### src/rtl/prga.sv
// rtl/prga.sv - ARC4 pseudo-random generation stage (keystream XOR of a length-prefixed message)
// Ports:
//   clk, rst_n          clock and asynchronous active-low reset
//   en, rdy             start request / idle handshake (en sampled only while rdy=1)
//   s_addr, s_rddata,
//   s_wrdata, s_wren    S memory port (synchronous read, 1-cycle latency)
//   ct_addr, ct_rddata  ciphertext memory read port (ct[0] = length)
//   pt_addr, pt_wrdata,
//   pt_wren             plaintext memory write port (pt[0] = length)

module prga (
  input  logic       clk,
  input  logic       rst_n,
  input  logic       en,
  output logic       rdy,
  output logic [7:0] s_addr,
  input  logic [7:0] s_rddata,
  output logic [7:0] s_wrdata,
  output logic       s_wren,
  output logic [7:0] ct_addr,
  input  logic [7:0] ct_rddata,
  output logic [7:0] pt_addr,
  output logic [7:0] pt_wrdata,
  output logic       pt_wren
);

  typedef enum logic [3:0] {
    IDLE,
    RD_LEN,
    WAIT_LEN,
    GET_LEN,
    RD_SI,
    WAIT_SI,
    GET_SI,
    WAIT_SJ,
    GET_SJ,
    WR_SI,
    WR_SJ,
    RD_PAD,
    WAIT_PAD,
    WR_PT
  } state_t;

  state_t     state_q, state_d;
  logic       rdy_q, rdy_d;
  logic [7:0] s_addr_q, s_addr_d;
  logic [7:0] s_wrdata_q, s_wrdata_d;
  logic       s_wren_q, s_wren_d;
  logic [7:0] ct_addr_q, ct_addr_d;
  logic [7:0] pt_addr_q, pt_addr_d;
  logic [7:0] pt_wrdata_q, pt_wrdata_d;
  logic       pt_wren_q, pt_wren_d;
  logic [7:0] i_q, i_d;
  logic [7:0] j_q, j_d;
  logic [7:0] k_q, k_d;
  logic [7:0] len_q, len_d;
  logic [7:0] si_q, si_d;
  logic [7:0] sj_q, sj_d;

  // Every output is registered: the values a state drives are loaded on the
  // edge that enters that state, so the memories see a stable address for the
  // whole state and its following wait state. Read data valid during a wait
  // state is therefore captured on the edge into the following GET state.
  always_comb begin
    state_d     = state_q;
    rdy_d       = rdy_q;
    s_addr_d    = s_addr_q;
    s_wrdata_d  = s_wrdata_q;
    s_wren_d    = 1'b0;
    ct_addr_d   = ct_addr_q;
    pt_addr_d   = pt_addr_q;
    pt_wrdata_d = pt_wrdata_q;
    pt_wren_d   = 1'b0;
    i_d         = i_q;
    j_d         = j_q;
    k_d         = k_q;
    len_d       = len_q;
    si_d        = si_q;
    sj_d        = sj_q;

    case (state_q)
      IDLE: begin
        if (en) begin
          state_d   = RD_LEN;
          rdy_d     = 1'b0;
          ct_addr_d = 8'd0;
        end
      end
      RD_LEN: begin
        state_d = WAIT_LEN;
      end
      WAIT_LEN: begin
        state_d     = GET_LEN;
        len_d       = ct_rddata;
        pt_addr_d   = 8'd0;
        pt_wrdata_d = ct_rddata;
        pt_wren_d   = 1'b1;
        i_d         = 8'd0;
        j_d         = 8'd0;
        k_d         = 8'd1;
      end
      GET_LEN: begin
        if (len_q == 8'd0) begin
          state_d = IDLE;
          rdy_d   = 1'b1;
        end else begin
          state_d  = RD_SI;
          i_d      = i_q + 8'd1;
          s_addr_d = i_q + 8'd1;
        end
      end
      RD_SI: begin
        state_d = WAIT_SI;
      end
      WAIT_SI: begin
        state_d  = GET_SI;
        si_d     = s_rddata;
        j_d      = j_q + s_rddata;
        s_addr_d = j_q + s_rddata;
      end
      GET_SI: begin
        state_d = WAIT_SJ;
      end
      WAIT_SJ: begin
        state_d = GET_SJ;
        sj_d    = s_rddata;
      end
      GET_SJ: begin
        state_d    = WR_SI;
        s_addr_d   = i_q;
        s_wrdata_d = sj_q;
        s_wren_d   = 1'b1;
      end
      WR_SI: begin
        state_d    = WR_SJ;
        s_addr_d   = j_q;
        s_wrdata_d = si_q;
        s_wren_d   = 1'b1;
      end
      WR_SJ: begin
        // Pre-swap si/sj give the same sum as the swapped entries.
        state_d   = RD_PAD;
        s_addr_d  = si_q + sj_q;
        ct_addr_d = k_q;
      end
      RD_PAD: begin
        state_d = WAIT_PAD;
      end
      WAIT_PAD: begin
        state_d     = WR_PT;
        pt_addr_d   = k_q;
        pt_wrdata_d = s_rddata ^ ct_rddata;
        pt_wren_d   = 1'b1;
      end
      WR_PT: begin
        // Compare before incrementing so L=255 never needs k to wrap.
        if (k_q == len_q) begin
          state_d = IDLE;
          rdy_d   = 1'b1;
        end else begin
          state_d  = RD_SI;
          k_d      = k_q + 8'd1;
          i_d      = i_q + 8'd1;
          s_addr_d = i_q + 8'd1;
        end
      end
      default: begin
        state_d = IDLE;
        rdy_d   = 1'b1;
      end
    endcase
  end

  always_ff @(posedge clk or negedge rst_n) begin
    if (!rst_n) begin
      state_q     <= IDLE;
      rdy_q       <= 1'b1;
      s_addr_q    <= 8'd0;
      s_wrdata_q  <= 8'd0;
      s_wren_q    <= 1'b0;
      ct_addr_q   <= 8'd0;
      pt_addr_q   <= 8'd0;
      pt_wrdata_q <= 8'd0;
      pt_wren_q   <= 1'b0;
      i_q         <= 8'd0;
      j_q         <= 8'd0;
      k_q         <= 8'd0;
      len_q       <= 8'd0;
      si_q        <= 8'd0;
      sj_q        <= 8'd0;
    end else begin
      state_q     <= state_d;
      rdy_q       <= rdy_d;
      s_addr_q    <= s_addr_d;
      s_wrdata_q  <= s_wrdata_d;
      s_wren_q    <= s_wren_d;
      ct_addr_q   <= ct_addr_d;
      pt_addr_q   <= pt_addr_d;
      pt_wrdata_q <= pt_wrdata_d;
      pt_wren_q   <= pt_wren_d;
      i_q         <= i_d;
      j_q         <= j_d;
      k_q         <= k_d;
      len_q       <= len_d;
      si_q        <= si_d;
      sj_q        <= sj_d;
    end
  end

  assign rdy       = rdy_q;
  assign s_addr    = s_addr_q;
  assign s_wrdata  = s_wrdata_q;
  assign s_wren    = s_wren_q;
  assign ct_addr   = ct_addr_q;
  assign pt_addr   = pt_addr_q;
  assign pt_wrdata = pt_wrdata_q;
  assign pt_wren   = pt_wren_q;

endmodule

### config.mk
export PLATFORM = sky130hd
export DESIGN_NAME = prga
export DESIGN_NICKNAME = d
export VERILOG_FILES = /design/src/rtl/prga.sv
export SDC_FILE = /design/constraint.sdc
export NUM_CORES = 1
export LEC_CHECK = 0
export ABC_AREA = 1
export CAP_MARGIN = 25
export CORE_MARGIN = 2
export CORE_UTILIZATION = 45
export CTS_CLUSTER_SIZE = 25
export DETAILED_ROUTE_END_ITERATION = 10
export PLACE_DENSITY_LB_ADDON = 0.12
export SYNTH_ARGS = -nofsm -noshare
export SYNTH_HDL_FRONTEND = slang
export SYNTH_SLANG_ARGS = --single-unit
### constraint.sdc
create_clock -name clk -period 1.6 [get_ports clk]
set_input_delay 0.32 -clock clk [delete_from_list [all_inputs] [get_ports clk]]
set_output_delay 0.32 -clock clk [all_outputs]
set_load 0.02 [all_outputs]
# [Word-level counts from Yosys, hierarchy flattened]
# Index checks and enable logic that the tools add are counted.
[word_totals] regBits=95 inputBits=19 output_inout_bits=43 wordCells=79
[op_classes] add_sub_neg=4 eq_ne=19 mux=22 n_bitwise=2 reduce_logical=17
[ops] operator="$pmux 8 s2" count=6
[ops] operator="$pmux 4 s14" count=1
[ops] operator="$pmux 8 s6" count=1
[ops] operator="$mux 8" count=4
[ops] operator="$eq 4x4->1 const B" count=6
[ops] operator="$pmux 8 s3" count=1
[ops] operator="$add 8x1->8 const B" count=2
[ops] operator="$add 8x8->8" count=2
[ops] operator="$eq 4x3->1 const B" count=4
[ops] operator="$reduce_or 11->1" count=1
[ops] operator="$ne 2x2->1 const B" count=5
[ops] operator="$reduce_bool 2->1" count=5
[ops] operator="$eq 4x2->1 const B" count=2
[ops] operator="$eq 8x8->1" count=1
[ops] operator="$logic_not 8->1" count=1
[ops] operator="$xor 8x8->8" count=1
[ops] operator="$mux 3" count=2
[ops] operator="$reduce_and 3->1" count=2
[ops] operator="$reduce_bool 6->1" count=1
[ops] operator="$mux 1" count=5
[ops] operator="$eq 4x1->1 const B" count=1
[ops] operator="$logic_not 4->1" count=1
[ops] operator="$mux 4" count=1
[ops] operator="$pmux 1 s4" count=1
[ops] operator="other kinds (5)" count=7

# [Longest topological paths before layout]
# Gate-level depths: netlist of run 1.
[logic_depth] word_depth=4 mapped_depth=12 ltp_nobuf=12

# [Worst setup path after synthesis of run 1]
# No wires, ideal clock.
[synth_timing] kind="reg-to-reg" startpoint="register si_q[0]" endpoint="register s_addr_q[2] (netlist: s_addr[2])" setup_time_ns=0.122 arrival_time_ns=1.663 t_required_ns=1.478 setup_slack_ns=-0.185 path_stages_with_launch=8 path_buffers=0 synth_period_minus_slack_ns=1.785 path_cell_list="dfrtp_1 ha_1 fa_1 or2_2 nand3_1 o21ai_0 nor3b_1 o21ai_1"
[synth_via] elab_chain_len=2
[synth_lines] element="start, declared" line_no="57" text="logic [7:0] si_q, si_d;"
[synth_lines] element="start signal, assigned" line_no="205" text="si_q <= si_d;"
[synth_lines] element="$add 8x8->8" line_no="143" text="s_addr_d = si_q + sj_q;"
[synth_lines] element="$pmux 8 s6" line_no="81" text="case (state_q)"
[synth_lines] element="end signal, assigned" line_no="194" text="s_addr_q <= s_addr_d;"
[synth_lines] element="end, declared" line_no="46" text="logic [7:0] s_addr_q, s_addr_d;"
# Every way passes these cells.
# A chain may end at the register's enable or synchronous reset.

# [Worst setup path in the final report of run 1]
[layout_timing] startpoint="register j_q[0]" endpoint="register s_addr_q[6] (netlist: s_addr[6])"
[layout_via] elab_chain_len=2
[layout_lines] element="start, declared" line_no="54" text="logic [7:0] j_q, j_d;"
[layout_lines] element="start signal, assigned" line_no="202" text="j_q <= j_d;"
[layout_lines] element="$add 8x8->8" line_no="119" text="s_addr_d = j_q + s_rddata;"
[layout_lines] element="$pmux 8 s6" line_no="81"
# Every way passes these cells.

==> results of run 1 <==
## critical path, stage by stage (launching register included)
cell and delay (ps):
dfrtp_1 380, ha_2 190, fa_2 350, nand2_2 90, nand3_2 90, nand3b_1 120
nand3_1 110, nand3_2 100, nand3_1 70, nand2_1 60, nand2_1 40
## final cells by class
cell class                      count  area [um^2]
Multi-Input combinational cell    478         2830
Fill cell                         982         4020
Inverter                           75          290
Timing Repair Buffer              142         1240
Tap cell                          143          179
Clock buffer                        9          225
Clock inverter                      7          103
Sequential cell                    95         2380
## cells by family after synthesis
group	synth area share (%)
fa+ha+maj	4.67
simple gates	28.7
mux	0.438
flops	46.3
compound gates	9.96
xor+xnor	3.07
buf+inv	6.84
## layout by cell type (no fill, tap or decap), types with 7 or more instances in the layout
master / instances
nor2_4: 9
a21oi_1: 16
ha_4: 10
xor2_1: 11
o21ai_1: 17
nand3_2: 11
nand2_1: 174
clkbuf_16: 9
nand4_1: 7
nand2_2: 14
inv_1: 61
o21ai_0: 46
buf_4: 74
nor2_1: 39
dlygate4sd2_1: 44
nand3_1: 59
inv_2: 11
clkdlybuf4s50_1: 10
dfrtp_1: 89
## worst min-delay path by stage
stage                     start                 endpoint  slack (ps)  cells past startpoint
after floorplan           rst_n   ct_addr[0]$_DFFE_PN0P_          20                      0
after global placement    rst_n  s_wrdata[6]$_DFFE_PN0P_         260                      1
after detailed placement  rst_n  s_wrdata[6]$_DFFE_PN0P_         270                      1
after CTS                 rst_n  s_wrdata[6]$_DFFE_PN0P_         430                      2
after global routing      rst_n      sj_q[6]$_DFFE_PN0P_         460                      2
final                     rst_n  s_wrdata[6]$_DFFE_PN0P_         420                      2
## flip-flops by register name, summed over array words and instances (netlist names), 8 cells and up
register / flops
k_q: 8
s_wrdata: 8
sj_q: 8
ct_addr: 8
pt_wrdata: 8
len_q: 8
si_q: 8
i_q: 8
s_addr: 8
j_q: 8
pt_addr: 8
## synthesized netlist by cell type (all sizes together)
cell type,n
nand3b,6
nor4,2
nor3b,1
a22oi,1
mux2,2
clkbuf,8
nor3,4
a211oi,2
xor2,11
inv,75
nor2,53
dfrtp,94
a21o,1
xnor2,7
or2,3
dfstp,1
ha,16
buf,6
nand2,194
nand4,7
a21boi,1
nand3,72
o22ai,2
a21oi,21
o21ai,69
fa,2
## repair_timing
action | 4_1_cts | 5_1_grt
buffers inserted | 2 | 14
hold buffers | 1 | 0
pin swaps | 9 | 27
endpoints found under the hold margin | 21 | 0
setup endpoints to repair | 75 | 60
gates resized for setup | 63 | 87
gates cloned | 0 | 1
## through the flow
step	total power, mW	setup TNS, ps	hold slack [ps]	cell area (um^2)
5_1_grt	14.4	-1340	457	7250
4_1_cts	12.4	-282	430	6770
2_1_floorplan	7.69	-67.4	24.4	5150
3_5_place_dp	10.1	-6540	266	6390
3_3_place_gp	9.90	-5640	260	6390
6_report	13.4	-308	424	7250
## metal layers
metal / part of all wire (%) / global-route usage, % / wire length, um
met5: 0 / 0 / 0
met3: 4.4 / 5.03 / 645
met1: 43 / 30.6 / 6300
met4: 1.9 / 8.33 / 278
met2: 50 / 39.8 / 7310
## power by group through the flow
stage	Clock [mW]	Sequential [mW]	Combinational [mW]
finish	2.38	4.04	7.01
CTS	2.44	3.95	6.05
global route	2.53	4.16	7.75
detailed placement	0	3.99	6.08
floorplan	0	4.34	3.34
global placement	0	3.96	5.94
==> results.sh, run 1 <==
export IMPL_reg2reg_slack_ps=-120
export IMPL_instances_no_fill=949
export IMPL_wl_um=14500
export IMPL_cts_root_buffer="clkbuf_16"
export IMPL_yosysSeqAreaShare_pct=46.3
export IMPL_tightest_slew_ps=365
export IMPL_drcViolationCount=0
export IMPL_post_route_period_util_pct=107
export IMPL_worstPathMaxFanout=3
export IMPL_wl_per_cell_um=15.3
export IMPL_cts_buffers=9
export IMPL_setup_ws_ps=-119
export IMPL_rr_startpoint="j_q[0]$_DFFE_PN0P_"
export IMPL_syn_avg_cell_area_um2=7.78
export IMPL_vias=4882
export IMPL_cp_arrival_ps=1970
export IMPL_clock_sinks=95
export IMPL_end_kind="flip-flop"
export IMPL_finish_utilization_pct=64.3
export IMPL_syn_area_um2=5140
export IMPL_ys_ff_latch=95
export IMPL_p_leak_nw=3.62
export IMPL_path_class="flip-flop to flip-flop"
export IMPL_yosysWarnings=0
export IMPL_max_slew_margin_pct=75.4
export IMPL_grt_overflow_total=0
export IMPL_cp_startpoint="j_q[0]$_DFFE_PN0P_"
export IMPL_grt_pass1_vias=4873
export IMPL_endpoint="s_addr[6]$_DFFE_PN0P_"
export IMPL_cts_tree="built"
export IMPL_rsz0062_at_grt="true"
export IMPL_boundaryPins=62
export IMPL_status="complete, but fails checks"
export IMPL_place_inst=915
export IMPL_worstPathRequired_ps=1850
export IMPL_grt_use_total_pct=23.7
export IMPL_hold_path_class="primary input to asynchronous set/reset pin"
export IMPL_drt_first_pass_iters=5
export IMPL_clock_path_buffers=2
export IMPL_cellPowerDensity_nw_per_um2=1850
export IMPL_portBuffers=61
export IMPL_synth_area_leaders="dfrtp_1 46%, nand2_1 14%, nand3_1 6.9%, o21ai_0 5.3%, inv_1 5.0%"
export IMPL_switching_share_pct=42.4
export IMPL_cts_htree_levels=3
export IMPL_place_hpwl_um=10400
export IMPL_syn_inst=661
export IMPL_vias_per_cell=5.14
export IMPL_yosysTopAreaCell="dfrtp_1"
export IMPL_setup_viol=6
export IMPL_netlist_area_leader_share_pct=45.8
export IMPL_drtIter0Drc=297
export IMPL_p_comb_share_pct=52.2
export IMPL_fmax_ghz=0.582
export IMPL_gp_congestion=0.892
export IMPL_start_util_pct=45.6
export IMPL_p_clk_share_pct=17.7
export IMPL_clk_transition_reported_paths_ps=70
export IMPL_startpoint_type="flip-flop"
export IMPL_die_y_um=111
export IMPL_syn_nets=698
export IMPL_n_antenna_cell=0
export IMPL_skew_ps=5.39
export IMPL_grt_pass1_wl_um=23500
export IMPL_violations="setup timing"
export IMPL_fp_dieW_um=111
export IMPL_peakVddDrop_mv=0.852
export IMPL_synth_cell_types=36
export IMPL_clkLatencyLatePin_ps=350
export IMPL_rr_endpoint="s_addr[6]$_DFFE_PN0P_"
export IMPL_dieArea_um2=12300
export IMPL_r2r_cells=10
export IMPL_timing_final_hold_violations=0
export IMPL_min_period_ps=1720
export IMPL_num_rows=39
export IMPL_drive_gt1_share_pct=24.8
export IMPL_grt_max_degree=38
export IMPL_grt_antenna_before_repair=0
export IMPL_coreArea_um2=11300
export IMPL_p_sw_mw=5.70
export IMPL_area_growth_pct=41.1
export IMPL_power_internal_mw=7.73
export IMPL_detailedPlace_worstSlack_ps=-628
export IMPL_postRouteAntennaNets=0
export IMPL_seqPwrFrac_pct=30.1
export IMPL_nets=838
export IMPL_maxSlewViolCount=0
export IMPL_maxCapViolCount=0
Note: power is estimated with default switching activity, not from simulation.
==> run 2, diff against run 1 <==
--- a/config.mk
+++ b/config.mk
@@ -6,12 +6,15 @@
 export NUM_CORES = 1
 export LEC_CHECK = 0
 export ABC_AREA = 1
+export ABC_CLOCK_PERIOD_IN_PS = 1600
 export CAP_MARGIN = 25
 export CORE_MARGIN = 2
 export CORE_UTILIZATION = 45
 export CTS_CLUSTER_SIZE = 25
 export DETAILED_ROUTE_END_ITERATION = 10
+export GPL_ROUTABILITY_DRIVEN = 0
 export PLACE_DENSITY_LB_ADDON = 0.12
+export SETUP_SLACK_MARGIN = 0.2
 export SYNTH_ARGS = -nofsm -noshare
 export SYNTH_HDL_FRONTEND = slang
 export SYNTH_SLANG_ARGS = --single-unit
==> run 2 against run 1 <==
  * Critical endpoint is now s_addr[2]$_DFFE_PN0P_
  * The flow still finishes with violations (setup timing)
  * Die area stayed put
  * Setup slack worse by 55 ps
  * Combinational power is 35% higher
==> results.sh, run 2 (same netlist as run 1, synthesis figures left out) <==
export IMPL_status="complete, but fails checks"
export IMPL_violations="setup timing"
export IMPL_critPathTopFamily="adder cells"
export IMPL_grt_antenna_before_repair=0
export IMPL_boundaryPins=62
export IMPL_fp_dieW_um=111
export IMPL_p_sw_mw=6.98
export IMPL_postRouteAntennaNets=0
export IMPL_max_slew_margin_pct=65.7
export IMPL_final_common_cell="nand2_1"
export IMPL_fmax_ghz=0.564
export IMPL_path_cells="ha_2 -> fa_2 -> or2_4 -> nand3_4 -> o21ai_2 -> nor3b_2 -> o21ai_1"
export IMPL_cellPowerDensity_nw_per_um2=1890
export IMPL_final_cell_mix="146 x nand2_1, 90 x dfrtp_1, 69 x buf_4, 55 x inv_1, 40 x nand3_2"
export IMPL_grt_overflow_total=0
export IMPL_p_leak_nw=4.03
export IMPL_drtIter0Drc=260
export IMPL_dieArea_um2=12300
export IMPL_nFillCells=731
export IMPL_wl_um=17800
export IMPL_rsz0062_at_grt="true"
export IMPL_end_kind="flip-flop"
export IMPL_slowest_delay_ps=390
export IMPL_post_route_period_util_pct=111
export IMPL_clock_path_buffers=2
export IMPL_cp_arrival_ps=2020
export IMPL_wl_per_cell_um=18.1
export IMPL_vias=5433
export IMPL_clk_transition_reported_paths_ps=70
export IMPL_place_hpwl_um=10000
export IMPL_worstPathRequired_ps=1840
export IMPL_cts_tree="built"
export IMPL_hold_slack_ps=286
export IMPL_startpoint_type="flip-flop"
export IMPL_crit_buf_inv=0
export IMPL_timing_final_hold_violations=0
export IMPL_drt_first_pass_iters=8
export IMPL_cts_htree_levels=3
export IMPL_finish_utilization_pct=75.4
export IMPL_p_comb_share_pct=59.0
export IMPL_grt_pass1_wl_um=25400
export IMPL_maxSlewViolCount=0
export IMPL_grt_max_degree=95
export IMPL_grt_pass1_vias=5244
export IMPL_clkLatencyLatePin_ps=360
export IMPL_hold_path_class="primary input to asynchronous set/reset pin"
export IMPL_cts_buffers=9
export IMPL_skew_ps=10.5
export IMPL_grt_use_total_pct=25.8
export IMPL_portBuffers=61
export IMPL_p_total_mw=16.1
export IMPL_slowest_stage="dfrtp_1"
export IMPL_vias_per_cell=5.52
export IMPL_min_period_ps=1770
export IMPL_setup_viol=17
export IMPL_p_clk_share_pct=14.7
export IMPL_power_internal_mw=9.08
export IMPL_start_util_pct=45.6
export IMPL_tightest_slew_ps=515
export IMPL_clock_sinks=95
export IMPL_drive_gt1_share_pct=40.7
export IMPL_n_antenna_cell=0
export IMPL_path_class="flip-flop to flip-flop"
export IMPL_coreArea_um2=11300
export IMPL_num_rows=39
export IMPL_setup_ws_ps=-174
export IMPL_area_growth_pct=65.3
export IMPL_die_y_um=111
export IMPL_drcViolationCount=0
export IMPL_switching_share_pct=43.5
export IMPL_cts_root_buffer="clkbuf_16"
export IMPL_worstPathMaxFanout=4
export IMPL_nets=874
export IMPL_maxCapViolCount=0
export IMPL_seqPwrFrac_pct=26.3
export IMPL_peakVddDrop_mv=1.17
-- run 2: worst paths after layout --
path | startpoint | cells after the start | slack [ps] | endpoint
min in group clk | s_addr[5]$_DFFE_PN0P_ | 2 | 480 | s_addr[5]$_DFFE_PN0P_
setup / recovery | si_q[0]$_DFFE_PN0P_ | 7 | -170 | s_addr[2]$_DFFE_PN0P_
hold reg to reg | s_addr[5]$_DFFE_PN0P_ | 2 | 480 | s_addr[5]$_DFFE_PN0P_
setup reg to reg | si_q[0]$_DFFE_PN0P_ | 7 | -170 | s_addr[2]$_DFFE_PN0P_
max in group asynchronous | rst_n | 3 | 600 | state_q[2]$_DFFE_PN0N_
hold / removal | rst_n | 2 | 290 | s_wrdata[6]$_DFFE_PN0P_
-- run 2: layout make-up --
type | instances | area [um^2] | area share, %
multi-input combinational | 479 | 3500 | 41.2
sequential | 95 | 2380 | 28.0
timing repair buffer | 176 | 1760 | 20.7
inverter | 75 | 348 | 4.09
clock buffer | 12 | 246 | 2.90
tap | 143 | 179 | 2.11
clock inverter | 3 | 67.6 | 0.795
timing repair inverter | 1 | 16.3 | 0.191
-- run 2: what timing repair did --
item                       in CTS  in global routing
gates resized for setup       221                195
pin swaps                      59                 49
setup buffers                  35                 24
hold buffers                    1                  0
cloned                          5                  2
hold endpoints to repair        1                  0
setup endpoints to repair     114                103
-- run 2: layer usage --
metal / GRT usage (%) / wire length, um
met1: 30.7 / 7000
met2: 45.4 / 9190
met3: 4.54 / 757
met4: 11.7 / 854
met5: 0 / 0
-- run 2: power by group through the flow --
stage	Clock (mW)	Combinational (mW)	Sequential, mW
3_5_place_dp	0	6.24	4.07
6_report	2.36	9.48	4.23
3_3_place_gp	0	6.10	4.04
5_1_grt	2.48	10.2	4.33
2_1_floorplan	0	3.51	4.42
4_1_cts	2.37	7.54	4.09
-- run 2: worst register-to-register path, delay by kind of cell (launching register included) --
| kind | cells | cell delay, ps |
|---|---|---|
| and+or+nand+nor | 3 | 520 |
| DFF | 1 | 390 |
| AOI/OAI and AO/OA | 2 | 160 |
| adders and majority gates | 2 | 580 |
-- run 2: per-stage QoR --
stage | cell area [um^2] | TNS (ps) | cells | worst slack (ps)
6_report | 8500 | -752 | 984 | -174
5_1_grt | 8500 | -2000 | 984 | -258
4_1_cts | 7650 | -194 | 959 | -97.2
3_5_place_dp | 6400 | -5820 | 903 | -533
3_3_place_gp | 6400 | -5340 | 903 | -509
2_1_floorplan | 5270 | -67.3 | 661 | -67.3
